## src/rtl/echo_seq_ctrl.sv

```systemverilog
// echo_seq_ctrl
// Per-sample sequencer for the variable-echo delay RAM. Every rising edge of
// the (synchronized) ADC sample strobe runs one read / capture / write
// transaction against a dual-port RAM:
//   IDLE -> RD (RD_LAT cycles) -> CAP -> WR -> IDLE
// The block owns the circular read pointer and the write offset derived from
// the delay switches, and mutes the echo output for MUTE_SAMPLES samples
// after reset or after any change of the delay setting.
//
// Ports
//   sysclk      in   system clock
//   rst         in   asynchronous active-high reset
//   data_valid  in   ADC sample strobe, asynchronous to sysclk
//   sw          in   requested delay setting (SW_W), asynchronous
//   ram_q       in   RAM read data (DATA_W)
//   ram_raddr   out  RAM read address, registered, held from RD through WR
//   ram_waddr   out  RAM write address = ptr + (active_sw << 4), wraps
//   ram_we      out  RAM write enable, high for the single WR cycle
//   echo_q      out  captured echo sample, zero while muted
//   echo_valid  out  one-cycle pulse in WR: echo_q updated, write in progress
//   busy        out  high in any state other than IDLE
//   overrun     out  sticky: a strobe arrived while busy (cleared by rst)
//   delay       out  active_sw * DELAY_OFFSET, registered (20 bits)
module echo_seq_ctrl #(
  parameter int ADDR_W       = 13,
  parameter int DATA_W       = 9,
  parameter int SW_W         = 9,
  parameter int RD_LAT       = 2,
  parameter int MUTE_SAMPLES = 16,
  parameter int DELAY_OFFSET = 1638
) (
  input  logic              sysclk,
  input  logic              rst,
  input  logic              data_valid,
  input  logic [SW_W-1:0]   sw,
  input  logic [DATA_W-1:0] ram_q,
  output logic [ADDR_W-1:0] ram_raddr,
  output logic [ADDR_W-1:0] ram_waddr,
  output logic              ram_we,
  output logic [DATA_W-1:0] echo_q,
  output logic              echo_valid,
  output logic              busy,
  output logic              overrun,
  output logic [19:0]       delay
);

  localparam int CNT_W  = (RD_LAT > 1) ? $clog2(RD_LAT) : 1;
  localparam int MUTE_W = $clog2(MUTE_SAMPLES + 1);
  localparam logic [CNT_W-1:0]  RD_LAST   = CNT_W'(RD_LAT - 1);
  localparam logic [MUTE_W-1:0] MUTE_INIT = MUTE_W'(MUTE_SAMPLES);

  typedef enum logic [1:0] {
    IDLE = 2'd0,
    RD   = 2'd1,
    CAP  = 2'd2,
    WR   = 2'd3
  } state_t;

  // Write address: read pointer plus the switch setting scaled by 16,
  // truncated so it wraps around the circular buffer.
  function automatic logic [ADDR_W-1:0] wr_addr(input logic [ADDR_W-1:0] ptr,
                                                input logic [SW_W-1:0]   s);
    logic [SW_W+3:0] off;
    off = {s, 4'b0000};
    return ptr + ADDR_W'(off);
  endfunction

  // Echo sample selection: force silence while the buffer still holds
  // samples written under another delay setting (or undefined after reset).
  function automatic logic [DATA_W-1:0] mute_sel(input logic [MUTE_W-1:0] cnt,
                                                 input logic [DATA_W-1:0] d);
    return (cnt != '0) ? '0 : d;
  endfunction

  // Synchronizers: [0],[1] are the 2-FF chain, [2] is the previous
  // synchronized value used for rising-edge detection.
  logic [2:0]        dv_sync_q;
  logic [SW_W-1:0]   sw_s1_q;
  logic [SW_W-1:0]   sw_s2_q;

  state_t            state_q,     state_d;
  logic [CNT_W-1:0]  rdcnt_q,     rdcnt_d;
  logic [ADDR_W-1:0] ptr_q,       ptr_d;
  logic [ADDR_W-1:0] raddr_q,     raddr_d;
  logic [ADDR_W-1:0] waddr_q,     waddr_d;
  logic [DATA_W-1:0] echo_data_q, echo_data_d;
  logic [SW_W-1:0]   active_sw_q, active_sw_d;
  logic [MUTE_W-1:0] mute_q,      mute_d;
  logic              overrun_q,   overrun_d;
  logic [19:0]       delay_q;

  logic              start;
  logic              sw_new;

  assign start  = dv_sync_q[1] & ~dv_sync_q[2];
  assign sw_new = (sw_s2_q != active_sw_q);

  // Input synchronization stage
  always_ff @(posedge sysclk or posedge rst) begin
    if (rst) begin
      dv_sync_q <= '0;
      sw_s1_q   <= '0;
      sw_s2_q   <= '0;
    end else begin
      dv_sync_q <= {dv_sync_q[1:0], data_valid};
      sw_s1_q   <= sw;
      sw_s2_q   <= sw_s1_q;
    end
  end

  // Sequencer next-state and outputs
  always_comb begin
    state_d     = state_q;
    rdcnt_d     = rdcnt_q;
    ptr_d       = ptr_q;
    raddr_d     = raddr_q;
    waddr_d     = waddr_q;
    echo_data_d = echo_data_q;
    active_sw_d = active_sw_q;
    mute_d      = mute_q;
    overrun_d   = overrun_q;
    ram_we      = 1'b0;
    echo_valid  = 1'b0;

    // A strobe that lands mid-transaction is dropped but remembered.
    if (start && (state_q != IDLE)) begin
      overrun_d = 1'b1;
    end

    case (state_q)
      IDLE: begin
        if (start) begin
          // A new delay setting invalidates the buffer contents relative to
          // the new offset, so restart the mute window. The address uses
          // the setting latched now; later switch moves wait for next start.
          if (sw_new) begin
            active_sw_d = sw_s2_q;
            mute_d      = MUTE_INIT;
          end
          raddr_d = ptr_q;
          waddr_d = wr_addr(ptr_q, sw_s2_q);
          rdcnt_d = '0;
          state_d = RD;
        end
      end
      RD: begin
        if (rdcnt_q == RD_LAST) begin
          state_d = CAP;
        end else begin
          rdcnt_d = rdcnt_q + CNT_W'(1);
        end
      end
      CAP: begin
        echo_data_d = mute_sel(mute_q, ram_q);
        state_d     = WR;
      end
      WR: begin
        ram_we     = 1'b1;
        echo_valid = 1'b1;
        ptr_d      = ptr_q + ADDR_W'(1);
        if (mute_q != '0) begin
          mute_d = mute_q - MUTE_W'(1);
        end
        state_d = IDLE;
      end
    endcase
  end

  // Sequencer state registers
  always_ff @(posedge sysclk or posedge rst) begin
    if (rst) begin
      state_q     <= IDLE;
      rdcnt_q     <= '0;
      ptr_q       <= '0;
      raddr_q     <= '0;
      waddr_q     <= '0;
      echo_data_q <= '0;
      active_sw_q <= '0;
      mute_q      <= MUTE_INIT;
      overrun_q   <= 1'b0;
    end else begin
      state_q     <= state_d;
      rdcnt_q     <= rdcnt_d;
      ptr_q       <= ptr_d;
      raddr_q     <= raddr_d;
      waddr_q     <= waddr_d;
      echo_data_q <= echo_data_d;
      active_sw_q <= active_sw_d;
      mute_q      <= mute_d;
      overrun_q   <= overrun_d;
    end
  end

  // Delay display stage: one cycle behind active_sw
  always_ff @(posedge sysclk or posedge rst) begin
    if (rst) begin
      delay_q <= '0;
    end else begin
      delay_q <= 20'(active_sw_q) * 20'(DELAY_OFFSET);
    end
  end

  assign ram_raddr = raddr_q;
  assign ram_waddr = waddr_q;
  assign echo_q    = echo_data_q;
  assign busy      = (state_q != IDLE);
  assign overrun   = overrun_q;
  assign delay     = delay_q;

endmodule

```

## config.mk

```make
export PLATFORM = sky130hd
export DESIGN_NAME = echo_seq_ctrl
export DESIGN_NICKNAME = d
export VERILOG_FILES = /design/src/rtl/echo_seq_ctrl.sv
export SDC_FILE = /design/constraint.sdc
export NUM_CORES = 1
export LEC_CHECK = 0
export ABC_CLOCK_PERIOD_IN_PS = 7500
export BUFFER_PORTS_ARGS = -buffer_cell sky130_fd_sc_hd__buf_2
export CAP_MARGIN = 15
export CORE_MARGIN = 4
export CORE_UTILIZATION = 50
export CTS_CLUSTER_SIZE = 12
export DETAILED_ROUTE_END_ITERATION = 7
export GPL_ROUTABILITY_DRIVEN = 0
export GPL_TIMING_DRIVEN = 0
export PLACE_DENSITY = 0.71
export SYNTH_ARGS = -nofsm -noshare
export SYNTH_HDL_FRONTEND = slang
export SYNTH_SLANG_ARGS = --single-unit
```

## constraint.sdc

```tcl
create_clock -name sysclk -period 7.5 [get_ports sysclk]
set_input_delay 1.125 -clock sysclk [delete_from_list [all_inputs] [get_ports sysclk]]
set_output_delay 1.125 -clock sysclk [all_outputs]
set_load 0.03 [all_outputs]
```

==> results.sh <==
export IMPL_status="finished, final reports clean"
export IMPL_htreeDepth=3
export IMPL_io_buffers=78
export IMPL_hold_path_class="reg -> reg"
export IMPL_multiInputGateArea_um2=2560
export IMPL_fmax_mhz=241
export IMPL_regArea_um2=2550
export IMPL_cts_buffers=9
export IMPL_yosys_area_top_type="dfrtp_1"
export IMPL_wl_um=10200
export IMPL_hpwlAfterDp_um=7850
export IMPL_cts_repair_resized=0
export IMPL_cts_sinks=102
export IMPL_fin_tns_setup_ps=0
export IMPL_min_period_ps=4150
export IMPL_wl_per_cell_um=14.2
export IMPL_dieArea_um2=12600
export IMPL_start_util=0.520
export IMPL_hold_violations=0
export IMPL_ys_dominant_reg_cell="dfrtp_1"
export IMPL_synth_cells=486
export IMPL_diodes=0
export IMPL_ys_async_sr_fraction=1.00
export IMPL_cpMaxStageDelayCell="fa_1"
export IMPL_crit_required_ps=7760
export IMPL_grt_overflow_total=0
export IMPL_yosysTopAreaCellShare=0.465
export IMPL_ant_nets=0
export IMPL_ys_types=48
export IMPL_ys_seq_elements=102
export IMPL_cts_tree="yes"
export IMPL_io_pin_count=80
export IMPL_crit_fanout=5
export IMPL_crit_path_max_incr_delay_ps=540
export IMPL_ys_warn_count=0
export IMPL_clockBufferDepth=2
export IMPL_dr_first_iter_drc_count=134
export IMPL_grt_pass1_wl_um=18100
export IMPL_drive_gt1_frac=0.215
export IMPL_slew_headroom=0.550
export IMPL_cts_hold_repair_buffers=0
export IMPL_worst_slew_pin_slew_ps=675
export IMPL_finalClockSkew_ps=12.6
export IMPL_dr_pass1_iters=4
export IMPL_ys_seq_area_frac=0.470
export IMPL_final_nets=671
export IMPL_rows=37
export IMPL_rrSetupSlack_ps=3350
export IMPL_critPathKind="reg -> reg"
export IMPL_num_fill_cells=928
export IMPL_setup_violations=0
export IMPL_path_cells="inv_1 > ha_1 > fa_1 > fa_1 > inv_1 > fa_1 > ha_1 > o211a_1 > o31ai_2 > a21boi_1 > a221o_1 > and4b_1 > or3_1"
export IMPL_clk_pin_slew_worst_paths_ps=100
export IMPL_synth_area_um2=5440
export IMPL_grt_use_total=0.176
export IMPL_core_area_um2=10500
export IMPL_cp_arrival_ps=4410
export IMPL_synth_edf_count=0
export IMPL_postCtsSetupRepairBufs=0
export IMPL_slew_viol_final=0
export IMPL_area_growth_pct=14.6
export IMPL_rsz0062_at_grt="no"
export IMPL_avgSynthCellArea_um2=11.2
export IMPL_antenna_found_initial=1
export IMPL_drc=0
export IMPL_fin_crit_sh=0.554
export IMPL_via_per_inst=5.07
export IMPL_drv_cap=0
export IMPL_cp_common_cell="fa_1"
export IMPL_grt_max_degree=66
export IMPL_die_x_um=112
export IMPL_cp_end_kind="register"
export IMPL_vias=3636
export IMPL_clock_latency_ps=380
export IMPL_synth_area_leaders="dfrtp_1 46%, ha_1 13%, fa_1 6.3%"
export IMPL_root_buffer="clkbuf_8"
export IMPL_critPathLaunchType="register"
export IMPL_grt_pass1_vias=3816
export IMPL_synth_nets=581
export IMPL_die_height_um=112
synthesized netlist by cell type, drive strengths merged, types with 2 or more instances:
cell and n:
ha 57, o21bai 3, a221o 2, o221ai 2, nand2b 3, fa 17
inv 64, nor2b 3, nand4 4, nor2 17, and4 2, dfrtp 101
o21ai 23, buf 10, o22ai 9, a21o 5, mux2 20, nor3 3
nand3b 2, nand3 8, o31ai 3, xnor2 30, clkbuf 6, o21a 5
a21oi 14, and3 2, xor2 12, nand2 43
metrics by stage:
step                      setup slack [ps]  utilization  hold WS [ps]  area [um^2]  instances
after floorplan                       3590            -           331         5440        486
after global placement                2610        0.573           332         6000        700
after detailed placement              3330        0.576           336         6030        701
after CTS                             3310        0.596           358         6230        717
after global routing                  3170        0.596           373         6230        717
final                                 3350        0.596           360         6230        717
cell usage in the layout (no fill, tap or decap), types with 10 or more instances in the layout:
cell	instances
a21oi_1	14
buf_2	79
clkbuf_8	10
dfrtp_1	101
fa_1	17
ha_1	57
inv_1	63
mux2_2	20
nand2_1	43
nor2_1	17
o21ai_0	23
xnor2_1	30
xor2_1	12
layer usage:
layer	routed length [um]	vias to the layer above	GRT usage	share of wire
met1	4560	1754	0.234	0.45
met5	7	-	0	0.00069
met2	4940	67	0.292	0.49
met3	510	19	0.0404	0.050
li1	-	1794	-	-
met4	147	2	0.0481	0.014
final timing paths:
path / cells past startpoint / startpoint / to
setup / recovery: 13 / active_sw_q[7] / delay[17]
setup reg to reg: 13 / active_sw_q[7] / delay[17]
min in group asynchronous: 2 / rst / echo_q[1]
hold reg to reg: 0 / sw_s1_q[3] / sw_s2_q[3]
max in group asynchronous: 3 / rst / sw_s1_q[8]
hold / removal: 0 / sw_s1_q[3] / sw_s2_q[3]
cells by family (layout without fill, tap and decap cells):
| logic type | Yosys count | in the layout | synth area share |
|---|---|---|---|
| flops | 102 | 102 | 0.470 |
| simple gates | 92 | 92 | 0.0791 |
| buf+inv | 80 | 175 | 0.0596 |
| fa+ha+maj | 74 | 74 | 0.194 |
| compound gates | 74 | 74 | 0.0865 |
| xor+xnor | 42 | 42 | 0.0676 |
| mux | 21 | 21 | 0.0432 |
| other cells | 1 | 1 | 0.000689 |
worst max-delay path: cells and delay by family (launching register included):
family | cells | cell delay, ps
AND/OR/NAND/NOR | 2 | 540
buffers and inverters | 2 | 120
flip-flops | 1 | 440
adder cells (fa/ha/maj) | 5 | 2200
AO/OA/AOI/OAI | 4 | 740
flip-flops by register name, indices dropped and copies added (netlist names), 3 cells and up:
signal,count
active_sw_q,9
delay,19
dv_sync_q,3
echo_q,9
mute_q,5
ptr_q,13
ram_raddr,13
ram_waddr,9
sw_s1_q,9
sw_s2_q,9
final cells by class:
type	instances	area share
buffer	16	0.0134
clock buffer	11	0.0227
clock inverter	5	0.0102
inverter	64	0.0389
multi-input combinational	304	0.411
sequential	102	0.410
tap	136	0.0273
timing repair buffer	79	0.0670
Power is not shown: default switching activity piles up to over one toggle a cycle in this logic, so the estimate is an artifact.
